### config.mk
export PLATFORM = sky130hd
export DESIGN_NAME = fifo_drain_ctrl
export DESIGN_NICKNAME = d
export VERILOG_FILES = /design/src/rtl/fifo_pkg.sv /design/src/rtl/fifo_skid_buf.sv /design/src/rtl/fifo_drain_ctrl.sv
export SDC_FILE = /design/constraint.sdc
export NUM_CORES = 1
export LEC_CHECK = 0
export CAP_MARGIN = 20
export CORE_ASPECT_RATIO = 0.7
export CORE_UTILIZATION = 54
export CTS_CLUSTER_DIAMETER = 80
export DETAILED_ROUTE_END_ITERATION = 12
export GPL_TIMING_DRIVEN = 1
export PLACE_DENSITY = 0.81
export SLEW_MARGIN = 10
export SYNTH_ARGS = -nofsm -noshare
export SYNTH_HDL_FRONTEND = slang
export SYNTH_HIERARCHICAL = 1
export SYNTH_SLANG_ARGS = --single-unit
### constraint.sdc
create_clock -name clk -period 5.1 [get_ports clk]
set_input_delay 1.02 -clock clk [delete_from_list [all_inputs] [get_ports clk]]
set_output_delay 1.02 -clock clk [all_outputs]
set_load 0.05 [all_outputs]
### src/rtl/fifo_pkg.sv
// ============================================================================
// fifo_pkg : shared widths for the 64 x 16 FIFO and its read-side controller
// Revision : 1.0
// ============================================================================
`default_nettype none

package fifo_pkg;

  localparam int DATA_W     = 16;
  localparam int FIFO_DEPTH = 64;

  // Counter width that stays legal when the count range collapses to one value
  function automatic int cnt_width(input int n);
    return (n > 1) ? $clog2(n) : 1;
  endfunction

endpackage

`default_nettype wire

### src/rtl/fifo_skid_buf.sv
// ============================================================================
// fifo_skid_buf : 2-entry register skid buffer with push/pop/flush and occupancy
// Revision      : 1.0
// ============================================================================
`default_nettype none

module fifo_skid_buf
  import fifo_pkg::*;
#(
  parameter int WIDTH = DATA_W
) (
  input  logic             clk,
  input  logic             rst_n,
  input  logic             flush,
  input  logic             push,
  input  logic [WIDTH-1:0] push_data,
  input  logic             pop,
  output logic [1:0]       occ,
  output logic [WIDTH-1:0] head_data
);

  logic [WIDTH-1:0] r_head;
  logic [WIDTH-1:0] r_tail;
  logic [1:0]       r_occ;

  assign occ       = r_occ;
  assign head_data = r_head;

  // Callers guarantee no push into a full buffer and no pop from an empty one
  always_ff @(posedge clk or negedge rst_n) begin
    if (!rst_n) begin
      r_head <= '0;
      r_tail <= '0;
      r_occ  <= 2'd0;
    end else if (flush) begin
      r_occ <= 2'd0;
    end else begin
      case ({push, pop})
        2'b10: begin
          if (r_occ == 2'd0) r_head <= push_data;
          else               r_tail <= push_data;
          r_occ <= r_occ + 2'd1;
        end
        2'b01: begin
          r_head <= r_tail;
          r_occ  <= r_occ - 2'd1;
        end
        2'b11: begin
          if (r_occ == 2'd1) begin
            r_head <= push_data;
          end else begin
            r_head <= r_tail;
            r_tail <= push_data;
          end
        end
        default: ;
      endcase
    end
  end

endmodule

`default_nettype wire

### src/rtl/fifo_drain_ctrl.sv
// ============================================================================
// fifo_drain_ctrl : FIFO read-side controller presenting a valid/ready stream
//                   with fixed-length burst marking on out_last
// Revision        : 1.0
// ============================================================================
`default_nettype none

module fifo_drain_ctrl #(
  parameter int DATA_W    = fifo_pkg::DATA_W,
  parameter int BURST_LEN = 8
) (
  input  logic              clk,
  input  logic              rst_n,
  input  logic              clr,
  input  logic [DATA_W-1:0] buf_out,
  input  logic              buf_empty,
  output logic              rd_en,
  output logic [DATA_W-1:0] out_data,
  output logic              out_valid,
  input  logic              out_ready,
  output logic              out_last
);

  import fifo_pkg::*;

  localparam int              BEAT_W     = cnt_width(BURST_LEN);
  localparam logic [BEAT_W-1:0] C_BEAT_MAX = BEAT_W'(BURST_LEN - 1);

  logic              r_inflight;
  logic [BEAT_W-1:0] r_beat;
  logic [1:0]        w_occ;
  logic [DATA_W-1:0] w_head;
  logic              w_pop;
  logic              w_capture;
  logic [2:0]        w_level;

  assign out_valid = (w_occ != 2'd0);
  assign out_data  = w_head;
  assign out_last  = out_valid && (r_beat == C_BEAT_MAX);
  assign w_pop     = out_valid && out_ready;
  assign w_capture = r_inflight && !clr;

  // Entries committed after this edge; counting the pop keeps 1 word/cycle flowing
  assign w_level = {1'b0, w_occ} + {2'b00, r_inflight} - {2'b00, w_pop};
  assign rd_en   = rst_n && !buf_empty && !clr && (w_level < 3'd2);

  fifo_skid_buf #(
    .WIDTH (DATA_W)
  ) u_skid (
    .clk       (clk),
    .rst_n     (rst_n),
    .flush     (clr),
    .push      (w_capture),
    .push_data (buf_out),
    .pop       (w_pop),
    .occ       (w_occ),
    .head_data (w_head)
  );

  always_ff @(posedge clk or negedge rst_n) begin
    if (!rst_n) begin
      r_inflight <= 1'b0;
      r_beat     <= '0;
    end else begin
      r_inflight <= rd_en;
      if (clr)
        r_beat <= '0;
      else if (w_pop)
        r_beat <= (r_beat == C_BEAT_MAX) ? '0 : r_beat + 1'b1;
    end
  end

endmodule

`default_nettype wire

==> impl_metrics.ini, run 1 <==
[clock_network]
cts_tree = yes
postCtsResizedCells = 0
clk_pin_slew_worst_paths_ns = 0.06
cts_setup_buffers = 0
clk_path_buf_depth = 2
cts-buffers-inserted = 5
htreeDepth = 2
cts.sinks = 38
postCtsHoldBufs = 0
root_buffer = clkbuf_8
clock_latency_ns = 0.28

[route]
routed_wl_mm = 3.38
dr_wl_met2_mm = 1.67
routedWlPerCell_um = 15.4
ant_nets = 0
route.met3.wl_um = 131
num_vias = 1133
top_layer_used = met4
dr.pass1.iters = 3
met1Wirelength_mm = 1.54
drc = 0
vias_per_cell = 5.15
drt_iter0_drc = 58

[setup_path]
cp_num_cells = 8
cp.required_ns = 4.08
crit_type = in2out
r2r_cells = 4
crit_fanout = 11
r2r_end = u_skid/head_data[13]$_DFFE_PN0P_
critPathMaxStageDelay_ns = 0.50
crit_chain = clkdlybuf4s50_1 -> o21a_4 -> ha_1 -> nand2b_1 -> fa_1 -> nand2_1 -> nor4_1 -> buf_4
crit_arrival_ns = 3.30
crit_family = buffers and inverters
cp-end-kind = output port
r2r_start = r_inflight$_DFF_PN0_
critPathBufInv = 2
cp-start-kind = input pin
rrSetupSlack_ns = 2.79
cp-endpoint = rd_en
cp-startpoint = out_ready
slowest_stage = clkdlybuf4s50_1

[synth]
synthArstFlopShare_pct = 100
synth_seq_cells = 38
synth_top_area_cell = dfrtp_1
yosysTopAreaCellShare_pct = 49.4
yosysSeqAreaShare_pct = 49.4
synth.area.top_cells = dfrtp_1 (49%), mux2_2 (19%), mux2_4 (8.6%)
synth_area_um2 = 1930
synth_nets = 159
syn_area_per_cell_um2 = 14.7
synth_edf_count = 0
ys_warn_count = 6
synthCells = 131
synth_flop_cell = dfrtp_1
synth.distinct_cells = 29

[timing]
setup_ws_ns = 0.775
slew_headroom_pct = 41.8
fin_crit_ns = 4.32
rsz0062_at_grt = no
finalSetupTns_ns = 0
setup_viol = 0
finClkSkew_ns = 0.00206
fmax_mhz = 231
tightest_slew_ns = 0.872
finalCritPeriodShare_pct = 84.8
slew_violations = 0
hold_viol_final = 0

[layout]
multi_input_area_um2 = 915
stdcell_area_um2 = 2420
antenna-diode-count = 0
fin_util_pct = 73.8
drive_gt1_share_pct = 34.1
final_cells = 220
syn_to_final_growth_pct = 25.5
seq_area_um2 = 951
fill_cells = 230
fin_nets = 202

[power_and_ir_drop]
p_sw_share_pct = 40.6
max-vdd-ir-drop_mv = 0.306
p_per_area_nw_per_um2 = 596
p_leak_nw = 1.12
p_clk_share_pct = 13.6
combPwrFrac_pct = 53.1
switchingPower_uw = 584
seqPwrFrac_pct = 33.4
p_int_uw = 855

[grt]
grt_util_all_layers_pct = 21.3
grt_pass1_wl_mm = 5.72
grt_max_degree = 40
grt_pass1_vias = 1193
grt_overflow_total = 0
antenna_found_initial = 0

[die]
fp.dieW_um = 73.4
die_y_um = 52.0
core_um2 = 3280
ios = 40
initial_core_util_pct = 58.8
num_rows = 17
dieArea_um2 = 3810

[worst_hold_path]
min-delay-start = u_skid/head_data[10]$_DFFE_PN0P_
hold_path_class = reg2reg
min_delay_path_depth = 1

[place]
port_buffers = 39
gp_congestion = 0.779
placed_area_um2 = 2330
numPlacedInstances = 213
hpwl_mm = 2.39
place_ws_ns = 0.782

[flow_run]
max_cap_viol_count = 0

[run_status]
status = complete, no violations
[per-layer routing]
metal	vias up	GRT usage (%)
met4	0	8.65
met5	-	0
met2	21	35.2
li1	543	-
met1	564	26.6
met3	5	6.01
[logic make-up (layout without fill, tap and decap cells)]
logic type	count (synthesis)	after routing	synth area share [%]
mux	52	52	32.6
flops	38	38	49.4
simple gates	18	18	6.17
buf+inv	8	50	3.12
fa+ha+maj	7	7	4.94
compound gates	5	5	2.47
xor+xnor	3	3	1.36
[final cells by class]
class	instances	area share, %
Clock buffer	6	3.42
Multi-Input combinational cell	85	37.9
Tap cell	47	2.43
Timing Repair Buffer	41	16.5
Sequential cell	38	39.4
Inverter	3	0.466
[layout by cell type (no fill, tap or decap), types with 2 or more instances in the layout]
cell,Yosys,final
clkbuf_8,0,6
mux2_4,11,11
mux2i_1,2,2
nor2_1,2,2
nor2b_1,3,3
xnor2_1,2,2
mux2_1,5,5
ha_1,6,6
buf_4,2,3
mux2_2,33,33
inv_1,3,3
clkdlybuf4s50_1,0,37
nand2b_1,5,5
dfrtp_1,38,38
[worst register-to-register path, delay by kind of cell (launching register included)]
kind | cells | cell delay, ns
AND/OR/NAND/NOR | 2 | 1.26
multiplexers | 1 | 0.43
flip-flops | 1 | 0.36
AO/OA/AOI/OAI | 1 | 0.16
[stage by stage]
| stage | power [mW] | hold WS [ns] |
|---|---|---|
| 6_report | 1.44 | 0.504 |
| 5_1_grt | 1.53 | 0.520 |
| 4_1_cts | 1.45 | 0.511 |
| 3_5_place_dp | 1.25 | 0.492 |
| 3_3_place_gp | 1.22 | 0.481 |
| 2_1_floorplan | 1.04 | 0.474 |
[cell usage after synthesis (2+ instances only)]
master     n
nand2b_1   5
mux2_2    33
buf_4      2
dfrtp_1   38
xnor2_1    2
nor2b_1    3
inv_1      3
ha_1       6
mux2_4    11
mux2i_1    2
nor2_1     2
buf_6      3
mux2_1     5
[worst min path at each step]
stage and end:
3_5_place_dp u_skid/r_tail[12]$_DFFE_PN0P_, 4_1_cts u_skid/r_tail[12]$_DFFE_PN0P_, 5_1_grt u_skid/r_tail[10]$_DFFE_PN0P_, 6_report u_skid/head_data[10]$_DFFE_PN0P_
3_3_place_gp u_skid/r_tail[1]$_DFFE_PN0P_, 2_1_floorplan u_skid/r_tail[0]$_DFFE_PN0P_
[sequential cells by signal (all words and copies together) (netlist names)]
register,cells
r_inflight,1
u_skid/r_tail,16
u_skid/occ,2
r_beat,3
u_skid/head_data,16
[power groups by stage]
stage               clock network, mW  logic [mW]  registers (mW)
CTS                             0.203       0.765           0.482
finish                          0.195       0.764           0.480
global placement                    0       0.746           0.477
global route                    0.215       0.815           0.496
floorplan                           0       0.344           0.694
detailed placement                  0       0.762           0.487
No activity file was read; power rests on OpenSTA's default activity.
==> run 2, diff against run 1 <==
CORE_UTILIZATION = 51   (was 54)
PLACE_DENSITY = 0.77   (was 0.81)
clock period = 4 ns   (was 5.1 ns; I/O delays follow)
==> run 2 against run 1 <==
Net effect: setup slack got worse by 0.58 ns; non-clock buffer count rose by 2; clock skew grew 0.0044 ns; total power up 33%; critical path type unchanged; critical path depth unchanged; final cell count rose by 3.2%; sequential share of layout area down 0.97 points; wire length increased by 5.3%; largest power group unchanged; die area grew 5.7%; global-route usage down 1.7 points; first-iteration DRC count grew 5.2%.
==> impl_metrics.ini, run 2 (same netlist as run 1, synthesis figures left out) <==
[layout]
multi_input_area_um2 = 921
mostFrequentLayoutCell = dfrtp_1
antenna-diode-count = 0
fin_nets = 204
stdcell_area_um2 = 2480
final_cells = 227
drive_gt1_share_pct = 35.0
final_cell_mix = dfrtp_1 (38), clkdlybuf4s50_1 (37), mux2_2 (33)
seq_area_um2 = 951
syn_to_final_growth_pct = 28.7
fill_cells = 276

[grt]
grt_overflow_total = 0
grt.met3_usage_pct = 5.14
busiest_layer = met2
use_met2_pct = 34.5
grt_pass1_wl_mm = 5.52
grt_util_all_layers_pct = 19.7
antenna_found_initial = 0
grt_max_degree = 39
grt_pass1_vias = 1193
grtUsageMet1_pct = 24.0

[timing]
slew_headroom_pct = 53.3
setup_ws_ns = 0.193
rsz0062_at_grt = no
finalCritPeriodShare_pct = 95.2
finClkSkew_ns = 0.00645
fin_crit_ns = 3.81
hold_viol_final = 0
slew_violations = 0
setup_viol = 0
tightest_slew_ns = 0.699
fmax_mhz = 263
finalSetupTns_ns = 0

[setup_path]
crit_family = adder cells
crit_arrival_ns = 3.01
cp.required_ns = 3.20
cp-start-kind = input pin
critPathBufInv = 2
crit_chain = clkdlybuf4s50_1 -> o21a_4 -> ha_1 -> nand2b_1 -> fa_1 -> nand2_1 -> nor4_2 -> buf_12
critPathMaxStageDelay_ns = 0.48
slowest_stage = clkdlybuf4s50_1
crit_fanout = 11
cp-end-kind = output port
crit_type = in2out

[die]
core_um2 = 3560
initial_core_util_pct = 54.1
num_rows = 18
dieArea_um2 = 4030
ios = 40
die_y_um = 53.4
fp.dieW_um = 75.4

[place]
port_buffers = 39
placed_area_um2 = 2360
hpwl_mm = 2.56
gp_congestion = 0.751
numPlacedInstances = 218
place_ws_ns = 0.175

[route]
routed_wl_mm = 3.56
ant_nets = 0
vias_per_cell = 5.04
dr.pass1.iters = 4
routedWlPerCell_um = 15.7
drt_iter0_drc = 61
drc = 0
num_vias = 1143

[flow_run]
max_cap_viol_count = 0

[clock_network]
cts_setup_buffers = 0
clk_path_buf_depth = 2
clk_pin_slew_worst_paths_ns = 0.07
cts.sinks = 38
root_buffer = clkbuf_8
postCtsResizedCells = 0
cts-buffers-inserted = 5
clock_latency_ns = 0.28
postCtsHoldBufs = 0
cts_tree = yes
htreeDepth = 2

[power_and_ir_drop]
p_per_area_nw_per_um2 = 775
p_leak_nw = 1.14
max-vdd-ir-drop_mv = 0.413
finalPower_mw = 1.92

[run_status]
status = complete, no violations

[worst_hold_path]
hold_path_class = reg2reg
run 2: report_power, final:
| part | switching (mW) | internal (mW) |
|---|---|---|
| Combinational | 0.559 | 0.441 |
| Clock | 0.120 | 0.186 |
| Sequential | 0.0861 | 0.527 |
run 2: per-layer routing:
metal,vias to the layer above,wire length (um)
met5,-,0
met4,0,10
met3,2,134
met2,19,1820
met1,571,1600
li1,551,-
run 2: cell type report:
type | count | share of cell area (%)
flip-flops and latches | 38 | 38.4
multi-input cells | 85 | 37.2
repair buffers | 43 | 17.2
clock buffers | 7 | 3.08
well taps | 50 | 2.53
clock inverters | 1 | 1.21
inverters | 3 | 0.455
run 2: worst paths after layout:
path,endpoint,slack [ns],startpoint,depth (start not counted)
worst max-delay path,rd_en,0.19,out_ready,8
worst min-delay path,u_skid/r_tail[4]$_DFFE_PN0P_,0.50,u_skid/r_tail[4]$_DFFE_PN0P_,1
worst max register to register,u_skid/head_data[5]$_DFFE_PN0P_,1.58,u_skid/occ[1]$_DFFE_PN0P_,6
worst min register to register,u_skid/r_tail[4]$_DFFE_PN0P_,0.50,u_skid/r_tail[4]$_DFFE_PN0P_,1
max in group asynchronous,u_skid/r_tail[15]$_DFFE_PN0P_,3.09,rst_n,2
min in group asynchronous,u_skid/occ[0]$_DFFE_PN0P_,0.59,rst_n,2
run 2: metrics by stage:
stage	hold slack, ns	utilization (%)
after floorplan	0.474	-
after global placement	0.482	66.4
after detailed placement	0.490	66.4
after CTS	0.506	69.4
after global routing	0.516	69.6
final	0.504	69.6
==> run 3, diff against run 2 <==
CAP_MARGIN = default   (was 20)
CORE_UTILIZATION = 35   (was 51)
PLACE_DENSITY = 0.55   (was 0.77)
==> run 3 against run 2 <==
Net effect: sequential cell count stayed put; utilization is 21 points lower; wire length is 5.2% higher; clock power is 31% higher; total power is 4.4% higher; largest cell class unchanged; register-to-register slack worse by 0.14 ns; critical path type unchanged.
==> impl_metrics.ini, run 3 (same netlist as run 1, synthesis figures left out) <==
[run_status]
status = complete, no violations

[worst_hold_path]
min_delay_path_depth = 1
hold_path_class = reg2reg

[clock_network]
cts.sinks = 38
clk_pin_slew_worst_paths_ns = 0.08
postCtsHoldBufs = 0
htreeDepth = 2
clk_path_buf_depth = 2
cts-buffers-inserted = 5
clock_latency_ns = 0.29
root_buffer = clkbuf_8
postCtsResizedCells = 0
cts_tree = yes
cts_setup_buffers = 0

[layout]
fin_nets = 203
antenna-diode-count = 0
syn_to_final_growth_pct = 31.6
mostFrequentLayoutCell = dfrtp_1
fin_util_pct = 48.2
drive_gt1_share_pct = 35.8
final_cell_mix = dfrtp_1 (38), clkdlybuf4s50_1 (37), mux2_2 (33)

[setup_path]
crit_type = in2out
slowest_stage = clkdlybuf4s50_1
crit_arrival_ns = 2.99
critPathMaxStageDelay_ns = 0.48
cp.required_ns = 3.20
cp-start-kind = input pin
crit_fanout = 11
cp-end-kind = output port
r2r_cells = 5
crit_chain = clkdlybuf4s50_1 -> o21a_4 -> ha_1 -> nand2b_1 -> fa_1 -> nand2_1 -> nor4_2 -> buf_12

[timing]
rsz0062_at_grt = no
slew_headroom_pct = 24.0
slew_violations = 0
fin_crit_ns = 3.79
finClkSkew_ns = 0.00716
tightest_slew_ns = 1.14
hold_viol_final = 0
fmax_mhz = 264
setup_viol = 0
finalCritPeriodShare_pct = 94.7
finalSetupTns_ns = 0

[route]
num_vias = 1163
ant_nets = 0
drt_iter0_drc = 5
routed_wl_mm = 3.75
vias_per_cell = 4.69
dr.pass1.iters = 2
routedWlPerCell_um = 15.1
drc = 0

[place]
gp_congestion = 0.721
port_buffers = 39
hpwl_mm = 2.64

[die]
initial_core_util_pct = 36.6
die_y_um = 64.1
ios = 40
core_um2 = 5260
num_rows = 22
dieArea_um2 = 5810
fp.dieW_um = 90.7

[power_and_ir_drop]
p_clk_share_pct = 20.1
max-vdd-ir-drop_mv = 0.341
p_per_area_nw_per_um2 = 791
p_int_mw = 1.23
p_leak_nw = 1.16
combPwrFrac_pct = 49.3
p_sw_share_pct = 38.6
switchingPower_uw = 774
seqPwrFrac_pct = 30.6

[grt]
grt_overflow_total = 0
grt_pass1_wl_mm = 6.33
grt_max_degree = 39
grt_util_all_layers_pct = 14.2
antenna_found_initial = 0
grt_pass1_vias = 1279

[flow_run]
max_cap_viol_count = 0
[run 3: changes by cell type in the layout (fill, tap and decap cells not counted)]
cell	change
bufinv_16	+1
clkbuf_8	+1
buf_4	-1
clkbuf_1	-2
[run 3: metal layers]
layer  vias up  routed length [um]  GRT usage, %
met4         0                  13          3.63
met5         -                   0             0
met2        22                1850          24.1
met3         2                 157          4.29
li1        543                   -             -
met1       596                1730          17.7
[run 3: final cells by class]
| type | count | area, um2 |
|---|---|---|
| Clock buffer | 6 | 82.6 |
| Clock inverter | 2 | 60.1 |
| Timing Repair Buffer | 42 | 418 |
| Inverter | 3 | 11.3 |
| Multi-Input combinational cell | 85 | 921 |
| Fill cell | 464 | 2720 |
| Sequential cell | 38 | 951 |
| Tap cell | 72 | 90.1 |
[run 3: power by group through the flow]
stage	Sequential (mW)	Combinational (mW)	Clock [mW]
CTS	0.616	0.999	0.415
global route	0.633	1.05	0.430
floorplan	0.885	0.442	0
finish	0.613	0.988	0.403
detailed placement	0.620	0.996	0
global placement	0.611	0.974	0
[run 3: stage by stage]
step | power [mW] | hold slack [ns] | std cells | setup slack (ns) | instance area, um2
6_report | 2.00 | 0.509 | 248 | 0.210 | 2530
5_1_grt | 2.11 | 0.526 | 248 | 0.0773 | 2530
4_1_cts | 2.03 | 0.514 | 248 | 0.193 | 2530
3_5_place_dp | 1.62 | 0.490 | 240 | 0.187 | 2390
3_3_place_gp | 1.59 | 0.482 | 240 | 0.249 | 2390
2_1_floorplan | 1.33 | 0.474 | 131 | 0.389 | 1930
[run 3: worst paths after layout]
| kind | slack, ns | endpoint | start |
|---|---|---|---|
| min in group asynchronous | 0.60 | u_skid/head_data[10]$_DFFE_PN0P_ | rst_n |
| hold reg to reg | 0.51 | u_skid/head_data[10]$_DFFE_PN0P_ | u_skid/head_data[10]$_DFFE_PN0P_ |
| setup / recovery | 0.21 | rd_en | out_ready |
| hold / removal | 0.51 | u_skid/head_data[10]$_DFFE_PN0P_ | u_skid/head_data[10]$_DFFE_PN0P_ |
| max in group asynchronous | 3.06 | u_skid/head_data[1]$_DFFE_PN0P_ | rst_n |
| setup reg to reg | 1.44 | u_skid/head_data[1]$_DFFE_PN0P_ | u_skid/occ[1]$_DFFE_PN0P_ |
[run 3: worst max-delay path, delay by kind of cell]
family	cells	cell delay (ns)
compound gates	1	0.22
simple gates	3	0.57
buf+inv	2	0.67
fa+ha+maj	2	0.72
